[src/rtl/vga_pkg.sv]
// vga_pkg: shared 1280x1024 timing constants, RGB332 layout, colours and feeder states.
package vga_pkg;
  typedef enum logic [1:0] {WAIT_FRAME, ACTIVE, RESYNC} state_t;
  localparam int H_VIS_DEF = 1280;
  localparam int V_VIS_DEF = 1024;
  localparam int CNT_W_DEF = 11;
  localparam int R_LSB = 0;
  localparam int G_LSB = 3;
  localparam int B_LSB = 6;
  function automatic logic [7:0] rgb332(logic [2:0] r, logic [2:0] g, logic [1:0] b);
    return (8'(r) << R_LSB) | (8'(g) << G_LSB) | (8'(b) << B_LSB);
  endfunction
  localparam logic [7:0] BLANK_DEF = rgb332(3'd0, 3'd0, 2'd0);
  localparam logic [7:0] UNDER_DEF = rgb332(3'd7, 3'd0, 2'd0);
endpackage

[src/rtl/vga_pixel_feeder_if.sv]
// vga_pixel_feeder_if: producer-to-feeder pixel valid/ready handshake.
interface vga_pixel_feeder_if;
  logic [7:0] wr_data;
  logic wr_sof;
  logic wr_valid;
  logic wr_ready;
  modport master(output wr_data, wr_sof, wr_valid, input wr_ready);
  modport slave(input wr_data, wr_sof, wr_valid, output wr_ready);
endinterface

[src/rtl/sync_fifo.sv]
// sync_fifo: pointer-based synchronous FIFO, no bypass, full/empty from the extra pointer MSB.
module sync_fifo #(
  parameter int W = 9,
  parameter int DEPTH = 64,
  parameter int ADDR_W = 6
) (
  input  logic              clk,
  input  logic              rst,
  input  logic              push,
  input  logic              pop,
  input  logic [W-1:0]      din,
  output logic [W-1:0]      dout,
  output logic              full,
  output logic              empty,
  output logic [ADDR_W:0]   level
);
  logic [W-1:0] mem [DEPTH];
  logic [ADDR_W:0] wr_ptr, rd_ptr;
  assign full = (wr_ptr[ADDR_W] != rd_ptr[ADDR_W]) && (wr_ptr[ADDR_W-1:0] == rd_ptr[ADDR_W-1:0]);
  assign empty = wr_ptr == rd_ptr;
  assign level = wr_ptr - rd_ptr;
  assign dout = mem[rd_ptr[ADDR_W-1:0]];
  always_ff @(posedge clk or posedge rst)
    if (rst) begin
      wr_ptr <= '0;
      rd_ptr <= '0;
    end else begin
      if (push && !full) wr_ptr <= wr_ptr + (ADDR_W+1)'(1);
      if (pop && !empty) rd_ptr <= rd_ptr + (ADDR_W+1)'(1);
    end
  always_ff @(posedge clk)
    if (push && !full) mem[wr_ptr[ADDR_W-1:0]] <= din;
endmodule

[src/rtl/vga_pixel_feeder.sv]
// vga_pixel_feeder: buffers RGB332 pixels and aligns them to the VGA counters, flagging underrun/misalignment.
// Define PIX_FEED_STATS_EN to add the underrun_cnt and frame_cnt statistics outputs.
module vga_pixel_feeder
  import vga_pkg::*;
#(
  parameter int VIS_H = H_VIS_DEF,
  parameter int VIS_V = V_VIS_DEF,
  parameter int CNT_W = CNT_W_DEF,
  parameter int DEPTH = 64,
  parameter int ADDR_W = 6,
  parameter logic [7:0] BLANK_COLOR = BLANK_DEF,
  parameter logic [7:0] UNDER_COLOR = UNDER_DEF
) (
  input  logic              clk,
  input  logic              rst,
  vga_pixel_feeder_if.slave wr,
  input  logic [CNT_W-1:0]  hcnt,
  input  logic [CNT_W-1:0]  vcnt,
  input  logic              err_clr,
  output logic [7:0]        pix_data,
  output logic [ADDR_W:0]   level,
  output logic              underrun,
  output logic              sof_err
`ifdef PIX_FEED_STATS_EN
  ,
  output logic [15:0]       underrun_cnt,
  output logic [15:0]       frame_cnt
`endif
);
  logic [8:0] head;
  logic full, empty, pop, set_under, set_sof, vis, fs;
  logic [7:0] pix_nxt;
  state_t state, state_nxt;
  assign wr.wr_ready = !full && !rst;
  assign vis = (hcnt < CNT_W'(VIS_H)) && (vcnt < CNT_W'(VIS_V));
  assign fs = (hcnt == '0) && (vcnt == '0);
  sync_fifo #(.W(9), .DEPTH(DEPTH), .ADDR_W(ADDR_W)) u_fifo (
    .clk(clk),
    .rst(rst),
    .push(wr.wr_valid && wr.wr_ready),
    .pop(pop),
    .din({wr.wr_sof, wr.wr_data}),
    .dout(head),
    .full(full),
    .empty(empty),
    .level(level)
  );
  always_comb begin
    state_nxt = state;
    pop = 1'b0;
    set_under = 1'b0;
    set_sof = 1'b0;
    pix_nxt = BLANK_COLOR;
    case (state)
      WAIT_FRAME: if (fs && !empty) begin
        pop = head[8];
        set_sof = !head[8];
        pix_nxt = head[8] ? head[7:0] : BLANK_COLOR;
        state_nxt = head[8] ? ACTIVE : RESYNC;
      end
      ACTIVE: if (vis) begin
        if (empty) begin
          pix_nxt = UNDER_COLOR;
          set_under = 1'b1;
          state_nxt = RESYNC;
        end else if (head[8] != fs) begin
          // early SOF waits for the next frame start; a late frame must drain first
          pix_nxt = UNDER_COLOR;
          set_sof = 1'b1;
          state_nxt = fs ? RESYNC : WAIT_FRAME;
        end else begin
          pop = 1'b1;
          pix_nxt = head[7:0];
        end
      end
      default: begin
        pix_nxt = vis ? UNDER_COLOR : BLANK_COLOR;
        pop = !empty && !head[8];
        state_nxt = (!empty && head[8]) ? WAIT_FRAME : RESYNC;
      end
    endcase
  end
  always_ff @(posedge clk or posedge rst)
    if (rst) begin
      state <= WAIT_FRAME;
      pix_data <= BLANK_COLOR;
      underrun <= 1'b0;
      sof_err <= 1'b0;
    end else begin
      state <= state_nxt;
      pix_data <= pix_nxt;
      underrun <= set_under || (underrun && !err_clr);
      sof_err <= set_sof || (sof_err && !err_clr);
    end
`ifdef PIX_FEED_STATS_EN
  always_ff @(posedge clk or posedge rst)
    if (rst) begin
      underrun_cnt <= '0;
      frame_cnt <= '0;
    end else begin
      if (set_under) underrun_cnt <= underrun_cnt + 16'(underrun_cnt != 16'hFFFF);
      else if (err_clr) underrun_cnt <= '0;
      if (state == WAIT_FRAME && state_nxt == ACTIVE) frame_cnt <= frame_cnt + 16'd1;
    end
`endif
endmodule
[src/flat_wrapper.sv]
// flat-port wrapper written by rule: the top's interface ports become plain ports
module vga_pixel_feeder_flat import vga_pkg::*;
#(
  parameter int VIS_H = H_VIS_DEF,
  parameter int VIS_V = V_VIS_DEF,
  parameter int CNT_W = CNT_W_DEF,
  parameter int DEPTH = 64,
  parameter int ADDR_W = 6,
  parameter logic [7:0] BLANK_COLOR = BLANK_DEF,
  parameter logic [7:0] UNDER_COLOR = UNDER_DEF
)
  (clk, rst, hcnt, vcnt, err_clr, pix_data, level, underrun, sof_err, wr_wr_data, wr_wr_sof, wr_wr_valid, wr_wr_ready);
  vga_pixel_feeder_if wr_i ();
  input  logic clk;
  input  logic rst;
  input  logic [CNT_W-1:0] hcnt;
  input  logic [CNT_W-1:0] vcnt;
  input  logic err_clr;
  output logic [7:0] pix_data;
  output logic [ADDR_W:0] level;
  output logic underrun;
  output logic sof_err;
  input wire logic [$bits(wr_i.wr_data)-1:0] wr_wr_data;
  input wire logic [$bits(wr_i.wr_sof)-1:0] wr_wr_sof;
  input wire logic [$bits(wr_i.wr_valid)-1:0] wr_wr_valid;
  output wire logic [$bits(wr_i.wr_ready)-1:0] wr_wr_ready;
  assign wr_i.wr_data = wr_wr_data;
  assign wr_i.wr_sof = wr_wr_sof;
  assign wr_i.wr_valid = wr_wr_valid;
  assign wr_wr_ready = wr_i.wr_ready;
  vga_pixel_feeder #(.VIS_H(VIS_H), .VIS_V(VIS_V), .CNT_W(CNT_W), .DEPTH(DEPTH), .ADDR_W(ADDR_W), .BLANK_COLOR(BLANK_COLOR), .UNDER_COLOR(UNDER_COLOR)) u_core (.clk(clk), .rst(rst), .wr(wr_i), .hcnt(hcnt), .vcnt(vcnt), .err_clr(err_clr), .pix_data(pix_data), .level(level), .underrun(underrun), .sof_err(sof_err));
endmodule
[config.mk]
export PLATFORM = sky130hd
export DESIGN_NAME = vga_pixel_feeder_flat
export DESIGN_NICKNAME = d
export VERILOG_FILES = /design/src/rtl/vga_pkg.sv /design/src/rtl/vga_pixel_feeder_if.sv /design/src/rtl/sync_fifo.sv /design/src/rtl/vga_pixel_feeder.sv /design/src/flat_wrapper.sv
export SDC_FILE = /design/constraint.sdc
export NUM_CORES = 1
export LEC_CHECK = 0
export BUFFER_PORTS_ARGS = -buffer_cell sky130_fd_sc_hd__buf_2
export CAP_MARGIN = 20
export CORE_MARGIN = 2
export CORE_UTILIZATION = 54
export CTS_CLUSTER_DIAMETER = 60
export DETAILED_ROUTE_END_ITERATION = 10
export PLACE_DENSITY = 0.7
export RECOVER_POWER = 50
export SLEW_MARGIN = 5
export SYNTH_ARGS = -nofsm -noshare
export SYNTH_HDL_FRONTEND = slang
export SYNTH_SLANG_ARGS = --single-unit
export TNS_END_PERCENT = 1
[constraint.sdc]
create_clock -name clk -period 3 [get_ports clk]
set_input_delay 0.6 -clock clk [delete_from_list [all_inputs] [get_ports clk]]
set_output_delay 0.6 -clock clk [all_outputs]
set_load 0.03 [all_outputs]
==> flow_metrics.tcl, run 1 <==
set metrics [dict create \
    clk_latency_ps 610 \
    yosysMostFrequentCell "edfxtp_1" \
    finalNonFillerCells 1867 \
    cp_data_required_time_ps 2400 \
    fmax_mhz 328 \
    ys_seq_elements 602 \
    firstDrtPassIters 5 \
    place_congestion 0.868 \
    port_buffers 52 \
    yosys.area.top_type_share 0.725 \
    final_antenna_net_count 0 \
    drive_gt1_frac 0.347 \
    yosysWarnings 0 \
    ys_seq_area_frac 0.753 \
    drv_slew 154 \
    row_count 76 \
    start_util 0.550 \
    clk_pin_slew_ps 60 \
    nets 1279 \
    grt_pass1_wl_um 76100 \
    grt_antenna_before_repair 2 \
    leakagePower_nw 8.78 \
    tns_ps -46.5 \
    synthFlopType "edfxtp_1" \
    clock_tree.root_cell "clkbuf_16" \
    grt_max_degree 65 \
    status "finished, violations left" \
    overflow 0 \
    tightest_slew_ps 2840 \
    drv_cap 3 \
    synth_commonest_cells "576 x edfxtp_1, 170 x mux4_2, 84 x nor2_1" \
    critical_path_class "reg2out" \
    n_antenna_cell 0 \
    fp.coreArea_um2 43400 \
    crit_chain "ha_4 -> fa_2 -> nor2b_1 -> o21ai_1 -> nand2b_1 -> a21o_1 -> a21oi_2 -> xnor2_2 -> buf_6" \
    syn_to_final_growth_pct 16.0 \
    viasPerCell 6.08 \
    dp_hpwl_um 32000 \
    rsz0062_at_grt "true" \
    synth_edf_count 576 \
    hold_viol 0 \
    wire_per_inst_um 27.3 \
    clock_skew_ps 21.0 \
    cp.arrival_ps 2440 \
    place_inst 1749 \
    cts_buffers 58 \
    synthesis.nets 1166 \
    grtUsageTotal 0.226 \
    cts.path.max_buffers 3 \
    violations "capacitance limit, slew limit, setup timing" \
    final-seq-area_um2 18000 \
    cp-start-kind "flop" \
    drcViolationCount 0 \
    design_area_um2 27700 \
    grt_pass1_vias 11400 \
    multi_input_area_um2 6150 \
    worst_setup_path_end_kind "output port" \
    fill_cells 2920 \
    fin_ws_ps -44.1 \
    slowest_delay_ps 520 \
    synthCells 1122 \
    hold_buffers 0 \
    syn-cell-area_um2 23800 \
    max-vdd-ir-drop_mv 1.07 \
    dieHeight_um 214 \
    drt_iter0_markers 1172 \
    die_area_um2 45900 \
    cts_sinks 602 \
    min_path_type "in2reg" \
    vias 11400 \
    postPlaceCellArea_um2 25600 \
    p_per_area_nw_per_um2 909 \
    path_max_fanout 2 \
    async_flop_share 0.0432 \
    fp.dieW_um 214 \
    routed_wirelength_um 50900 \
    final.period_utilization 1.01 \
    finalSetupViolCount 2 \
    yosys-top-cells-area "edfxtp_1 73%, mux4_2 16%, dfrtp_1 2.7%, nor2_1 1.3%, mux2i_1 1.3%" \
    synth_top_cell_by_area "edfxtp_1" \
    fin_crit_ps 3040 \
    relSlewSlack -0.893 \
    io_pins 53 \
    synth_cell_types 45 \
    h-tree-depth 2 \
    cts_tree "done" \
    cp_slowest_cell "dfrtp_4" \
    synth_area_per_cell_um2 21.3 \
]
[state kept, by name, indices dropped and copies added (netlist names)]
signal / flops
u_core.pix_data: 8
u_core.sof_err: 1
u_core.underrun: 1
u_core.u_fifo.mem: 576
u_core.state: 2
u_core.u_fifo.wr_ptr: 7
u_core.u_fifo.rd_ptr: 7
[path summary, 6_finish.rpt]
check,start,endpoint,slack (ps),cells past startpoint
hold / removal,err_clr,u_core.underrun$_DFF_PP0_,200,2
setup reg to reg,u_core.u_fifo.rd_ptr[0]$_DFFE_PP0P_,u_core.pix_data[4]$_DFF_PP0_,40,7
setup / recovery,u_core.u_fifo.rd_ptr[0]$_DFFE_PP0P_,level[6],-40,9
max in group asynchronous,rst,u_core.u_fifo.wr_ptr[1]$_DFFE_PP0P_,1910,3
min in group asynchronous,rst,u_core.pix_data[3]$_DFF_PP0_,250,2
hold reg to reg,u_core.u_fifo.wr_ptr[6]$_DFFE_PP0P_,u_core.u_fifo.wr_ptr[6]$_DFFE_PP0P_,500,1
[routing by layer]
layer | track usage | vias up | part of all wire
li1 | - | 4873 | -
met1 | 0.342 | 5960 | 0.44
met2 | 0.336 | 438 | 0.46
met3 | 0.0521 | 84 | 0.074
met4 | 0.0667 | 2 | 0.027
met5 | 0 | - | 0.00031
[worst max-delay path, delay by kind of cell (launching register included)]
| kind | cells | cell delay [ps] |
|---|---|---|
| simple gates | 2 | 230 |
| fa+ha+maj | 2 | 510 |
| xor+xnor | 1 | 150 |
| compound gates | 3 | 270 |
| buf+inv | 1 | 150 |
| flops | 1 | 520 |
[cells by family after synthesis]
| family | synth area share |
|---|---|
| DFF | 0.753 |
| muxes | 0.174 |
| and+or+nand+nor | 0.0341 |
| buffers and inverters | 0.0157 |
| AOI/OAI and AO/OA | 0.0115 |
| xor gates and xnor gates | 0.00698 |
| adders and majority gates | 0.00504 |
[area by class of cell]
class / count / area share
clock buffer: 75 / 0.0563
clock inverter: 32 / 0.0136
inverter: 14 / 0.00199
multi-input combinational: 447 / 0.222
sequential: 602 / 0.649
tap: 585 / 0.0265
timing repair buffer: 112 / 0.0299
[repair_timing]
| item | 4_1_cts | 5_1_grt |
|---|---|---|
| setup endpoints to repair | 3 | 18 |
| cloned | 0 | 0 |
| buffers inserted | 7 | 2 |
| resized for setup | 18 | 10 |
| pin swaps | 4 | 10 |
[metrics by stage]
stage                      util  hold WS (ps)  setup WS [ps]  total power (W)
after floorplan               -           460           12.4           0.0152
after global placement    0.590           477           97.7           0.0174
after detailed placement  0.590           485           88.1           0.0175
after CTS                 0.637           165           -129           0.0251
after global routing      0.638           178           -159           0.0260
final                     0.638           202          -44.1           0.0251
[power by group]
part	internal, W	switching [W]	total (W)	leakage (nW)
clock network	0.00434	0.00305	0.00740	0.943
registers	0.00943	0.000129	0.00956	5.52
logic	0.00379	0.00438	0.00818	2.32
[cell usage in the layout (no fill, tap or decap), types with 4 or more instances in the layout]
cell type	Yosys	routed
nand4_1	6	6
xor2_1	6	6
xnor2_1	13	12
clkinv_1	0	6
buf_4	8	38
nor2_4	0	65
o22ai_1	4	4
mux4_2	170	170
clkbuf_1	23	32
buf_12	0	8
nor2b_1	12	12
nor4_1	6	6
nand2_1	25	19
inv_1	14	11
bufinv_16	0	8
nand3b_1	4	4
nand2_4	0	6
a21oi_1	9	6
clkbuf_2	0	5
edfxtp_1	576	576
nand2b_1	7	7
clkinv_2	0	13
nand3_1	11	9
ha_1	8	5
clkbuf_16	0	59
buf_2	14	37
a22oi_1	7	7
dfrtp_1	26	22
nor3_1	9	9
mux2i_1	30	30
nor2_1	84	19
Power figures use the tool's default switching activity.
==> inputs of run 2 (changes only) <==
Settings changed: SETUP_SLACK_MARGIN set to 0.5.
==> run 2 against run 1 <==
  * Largest cell class unchanged
  * Non-clock buffer count grew 9
  * Critical endpoint is now level[5]
  * Fmax shrank 0.59%
  * The flow still finishes with violations (capacitance limit, slew limit, setup timing)
  * Sequential cell count is the same
==> flow_metrics.tcl, run 2 (synthesized netlist as in run 1, its figures left out) <==
set metrics [dict create \
    vias 11600 \
    layout_common_cells "576 x edfxtp_1, 170 x mux4_2, 66 x nor2_4" \
    cts_sinks 602 \
    grt_pass1_wl_um 77300 \
    drv_cap 5 \
    clock_skew_ps 25.0 \
    clk_latency_ps 620 \
    critical_path_class "reg2out" \
    syn_to_final_growth_pct 17.2 \
    crit_family "flip-flops" \
    min_path_type "in2reg" \
    n_antenna_cell 0 \
    largest_register_ff_count 576 \
    worstPathBufferInverterCount 2 \
    rsz0062_at_grt "true" \
    grt_max_degree 66 \
    relSlewSlack -0.754 \
    io_pins 53 \
    p_per_area_nw_per_um2 908 \
    tightest_slew_ps 2630 \
    grtUsageTotal 0.231 \
    firstDrtPassIters 5 \
    overflow 0 \
    whs_ps 187 \
    cts_buffers 58 \
    drt_iter0_markers 1384 \
    hold_viol 0 \
    die_area_um2 45900 \
    leakagePower_nw 8.80 \
    path_max_fanout 4 \
    finalSetupViolCount 2 \
    slowest_delay_ps 540 \
    status "finished, violations left" \
    dp_hpwl_um 31900 \
    postPlaceCellArea_um2 25600 \
    cp_data_required_time_ps 2400 \
    start_util 0.550 \
    port_buffers 52 \
    final_antenna_net_count 0 \
    viasPerCell 6.16 \
    clock_tree.root_cell "clkbuf_16" \
    clk_pin_slew_ps 60 \
    routed_wirelength_um 53300 \
    fmax_mhz 327 \
    grt_antenna_before_repair 1 \
    fin_ws_ps -62.3 \
    crit_chain "inv_4 -> ha_4 -> nor2b_1 -> o21ai_1 -> nand2b_1 -> a21o_1 -> a21oi_2 -> xnor2_1 -> buf_4" \
    max-vdd-ir-drop_mv 1.04 \
    fp.dieW_um 214 \
    violations "capacitance limit, slew limit, setup timing" \
    cp_slowest_cell "dfrtp_1" \
    drive_gt1_frac 0.356 \
    fp.coreArea_um2 43400 \
    grt_pass1_vias 11500 \
    final.period_utilization 1.02 \
    cp.arrival_ps 2460 \
    cts_tree "done" \
    wire_per_inst_um 28.4 \
    worst_setup_path_end_kind "output port" \
    drcViolationCount 0 \
    drv_slew 227 \
    row_count 76 \
    design_area_um2 28000 \
    cts.path.max_buffers 3 \
    fin_crit_ps 3060 \
    dieHeight_um 214 \
    place_congestion 0.842 \
    layout_commonest_cell "edfxtp_1" \
    nets 1288 \
    cp-start-kind "flop" \
    place_ws_ps 112 \
    h-tree-depth 2 \
]
## run 2: worst paths after layout
path	startpoint	to	slack (ps)	depth (start not counted)
hold / removal	err_clr	u_core.underrun$_DFF_PP0_	190	2
min in group asynchronous	rst	u_core.sof_err$_DFF_PP0_	630	3
setup / recovery	u_core.u_fifo.rd_ptr[1]$_DFFE_PP0P_	level[5]	-60	9
hold reg to reg	u_core.u_fifo.wr_ptr[6]$_DFFE_PP0P_	u_core.u_fifo.wr_ptr[6]$_DFFE_PP0P_	490	1
max in group asynchronous	rst	u_core.u_fifo.rd_ptr[0]$_DFFE_PP0P_	1140	3
setup reg to reg	u_core.u_fifo.rd_ptr[1]$_DFFE_PP0P_	u_core.u_fifo.mem[11][6]$_DFFE_PP_	40	10
## run 2: report_power, final
group | internal, W | total (W) | switching [W] | leakage, nW
clock | 0.00369 | 0.00669 | 0.00300 | 0.836
sequential | 0.00943 | 0.00957 | 0.000145 | 5.52
combinational | 0.00443 | 0.00913 | 0.00470 | 2.44
total | 0.0175 | 0.0254 | 0.00784 | 8.80
## run 2: layout make-up
cell class	count	area, µm²
Inverter	14	57.6
Fill cell	2931	15400
Tap cell	585	732
Multi-Input combinational cell	447	6350
Clock buffer	77	1540
Timing Repair Buffer	121	1140
Sequential cell	602	18000
Clock inverter	28	176
## run 2: worst register-to-register path: cells and delay by family (launching register included)
kind	cells	cell delay, ps
AO/OA/AOI/OAI	1	260
AND/OR/NAND/NOR	6	1350
adder cells (fa/ha/maj)	1	250
flip-flops	1	540
buffers and inverters	2	210
## run 2: metal layers
layer / GRT usage / up-vias / routed length (µm)
met5: 0 / - / 0
met4: 0.0586 / 0 / 1090
met3: 0.0444 / 66 / 3870
met2: 0.354 / 483 / 25400
met1: 0.350 / 6102 / 22900
li1: - / 4901 / -
## run 2: per-stage QoR
step / TNS, ps / instances / util / power (W)
2_1_floorplan: 0 / 1122 / - / 0.0153
3_3_place_gp: 0 / 1741 / 0.591 / 0.0176
3_5_place_dp: 0 / 1741 / 0.591 / 0.0176
4_1_cts: -111 / 1860 / 0.639 / 0.0250
5_1_grt: -867 / 1874 / 0.645 / 0.0263
6_report: -94.9 / 1874 / 0.645 / 0.0254
## run 2: timing repair
item,CTS,global route
gates cloned,2,5
hold buffers,0,0
buffers inserted,12,7
setup endpoints to repair,598,601
pin swaps,71,80
gates resized for setup,44,26
==> inputs of run 3 (changes only) <==
Settings changed: REMOVE_ABC_BUFFERS set to 1.
==> run 3 against run 2 <==
  * First-iteration DRC count shrank 1.0%
  * Largest power group unchanged
  * Clock power rose by 11%
  * Via count increased by 3.0%
  * The flow still finishes with violations (capacitance limit, slew limit, setup timing)
  * Die area did not move
==> flow_metrics.tcl, run 3 (synthesized netlist as in run 1, its figures left out) <==
set metrics [dict create \
    dp_hpwl_um 33100 \
    grt_antenna_before_repair 1 \
    fp.dieW_um 214 \
    hold_viol 0 \
    cts_tree "done" \
    port_buffers 52 \
    wire_per_inst_um 28.0 \
    whs_ps 208 \
    fmax_mhz 319 \
    min_path_type "in2reg" \
    slowest_delay_ps 500 \
    layout_common_cells "576 x edfxtp_1, 170 x mux4_2, 104 x buf_4" \
    status "finished, violations left" \
    path_max_fanout 2 \
    firstDrtPassIters 7 \
    drcViolationCount 0 \
    cts_sinks 602 \
    cp-start-kind "flop" \
    relSlewSlack -0.604 \
    fill_cells 2879 \
    largest_register_ff_count 576 \
    cts_buffers 58 \
    fin_crit_ps 3140 \
    drv_slew 174 \
    tns_ps -402 \
    crit_chain "ha_4 -> fa_2 -> nor2b_2 -> o21ai_2 -> nand2b_1 -> a21o_1 -> a21oi_2 -> xnor2_2 -> buf_6" \
    design_area_um2 27900 \
    r2r_start "u_core.u_fifo.rd_ptr[0]$_DFFE_PP0P_" \
    drt_iter0_markers 1370 \
    routed_wirelength_um 54300 \
    grt_pass1_vias 11800 \
    finalSetupViolCount 7 \
    whs_path_depth 2 \
    leakagePower_nw 9.23 \
    viasPerCell 6.14 \
    r2r_slack_ps -40 \
    min-delay-start "err_clr" \
    clk_latency_ps 600 \
    reg2reg_to "u_core.u_fifo.rd_ptr[2]$_DFFE_PP0P_" \
    holdPathEnd "u_core.underrun$_DFF_PP0_" \
    row_count 76 \
    fin_ws_ps -138 \
    final.period_utilization 1.05 \
    nets 1350 \
    worst_setup_path_end_kind "output port" \
    clock_skew_ps 18.8 \
    postPlaceCellArea_um2 25600 \
    place_congestion 0.880 \
    drv_cap 4 \
    clk_pin_slew_ps 60 \
    grt_max_degree 65 \
    dieHeight_um 214 \
    final_antenna_net_count 0 \
    io_pins 53 \
    place_ws_ps 87.9 \
    violations "capacitance limit, slew limit, setup timing" \
    cp.arrival_ps 2540 \
    overflow 0 \
    start_util 0.550 \
    cts.path.max_buffers 3 \
    tightest_slew_ps 2410 \
    max-vdd-ir-drop_mv 0.711 \
    hold_buffers 0 \
    cp_slowest_cell "dfrtp_4" \
    clock_tree.root_cell "clkbuf_16" \
    h-tree-depth 2 \
    die_area_um2 45900 \
    layout_commonest_cell "edfxtp_1" \
    critical_path_class "reg2out" \
    rr_worst_depth 12 \
    syn_to_final_growth_pct 17.1 \
    cp_data_required_time_ps 2400 \
    rsz0062_at_grt "true" \
    n_antenna_cell 0 \
    fp.coreArea_um2 43400 \
    grtUsageTotal 0.238 \
    drive_gt1_frac 0.350 \
    p_per_area_nw_per_um2 923 \
    vias 11900 \
    grt_pass1_wl_um 79400 \
]
## run 3: final cells by class
cell class / count / area, µm² / area share
clock buffer: 74 / 1530 / 0.0548
clock inverter: 33 / 409 / 0.0147
inverter: 14 / 57.6 / 0.00206
timing repair buffer: 183 / 1480 / 0.0530
multi-input combinational: 447 / 5750 / 0.206
tap: 585 / 732 / 0.0262
sequential: 602 / 18000 / 0.643
## run 3: what timing repair did
| item | in CTS | in global routing |
|---|---|---|
| setup buffers | 9 | 4 |
| resized for setup | 58 | 16 |
| endpoints found under the setup margin | 602 | 554 |
| pin swaps | 13 | 12 |
| cloned | 1 | 1 |
| endpoints found under the hold margin | 0 | 0 |
## run 3: through the flow
stage | total power, W | cells | utilization
floorplan | 0.0144 | 1063 | -
global placement | 0.0175 | 1813 | 0.590
detailed placement | 0.0175 | 1813 | 0.590
finish | 0.0258 | 1938 | 0.644
CTS | 0.0257 | 1930 | 0.643
global route | 0.0266 | 1938 | 0.644
## run 3: worst max-delay path by stage
stage / start / to / cells after the start
floorplan: u_core.u_fifo.rd_ptr[0]$_DFFE_PP0P_ / u_core.u_fifo.mem[59][0]$_DFFE_PP_ / 8
finish: u_core.u_fifo.rd_ptr[0]$_DFFE_PP0P_ / level[6] / 9
detailed placement: u_core.u_fifo.rd_ptr[0]$_DFFE_PP0P_ / u_core.u_fifo.rd_ptr[2]$_DFFE_PP0P_ / 11
global placement: u_core.u_fifo.rd_ptr[0]$_DFFE_PP0P_ / u_core.pix_data[0]$_DFF_PP0_ / 7
global route: u_core.u_fifo.rd_ptr[0]$_DFFE_PP0P_ / level[6] / 9
CTS: u_core.u_fifo.rd_ptr[0]$_DFFE_PP0P_ / level[6] / 9
## run 3: worst max-delay path: cells and delay by family, from the launching register on
kind,cells,cell delay [ps]
flops,1,500
fa+ha+maj,2,530
compound gates,3,270
xor+xnor,1,220
simple gates,2,250
buf+inv,1,170
## run 3: routing by layer
layer,wire length (µm),vias to the layer above,global-route usage
met4,1470,2,0.0688
met3,4330,93,0.0435
met1,22600,6219,0.354
li1,-,5009,-
met2,26000,572,0.369
met5,13,-,0
## run 3: power breakdown
part / switching (W) / internal, W / leakage [nW]
Clock: 0.00302 / 0.00438 / 0.956
Sequential: 0.000142 / 0.00943 / 5.52
Combinational: 0.00455 / 0.00424 / 2.76
Total: 0.00771 / 0.0181 / 9.23
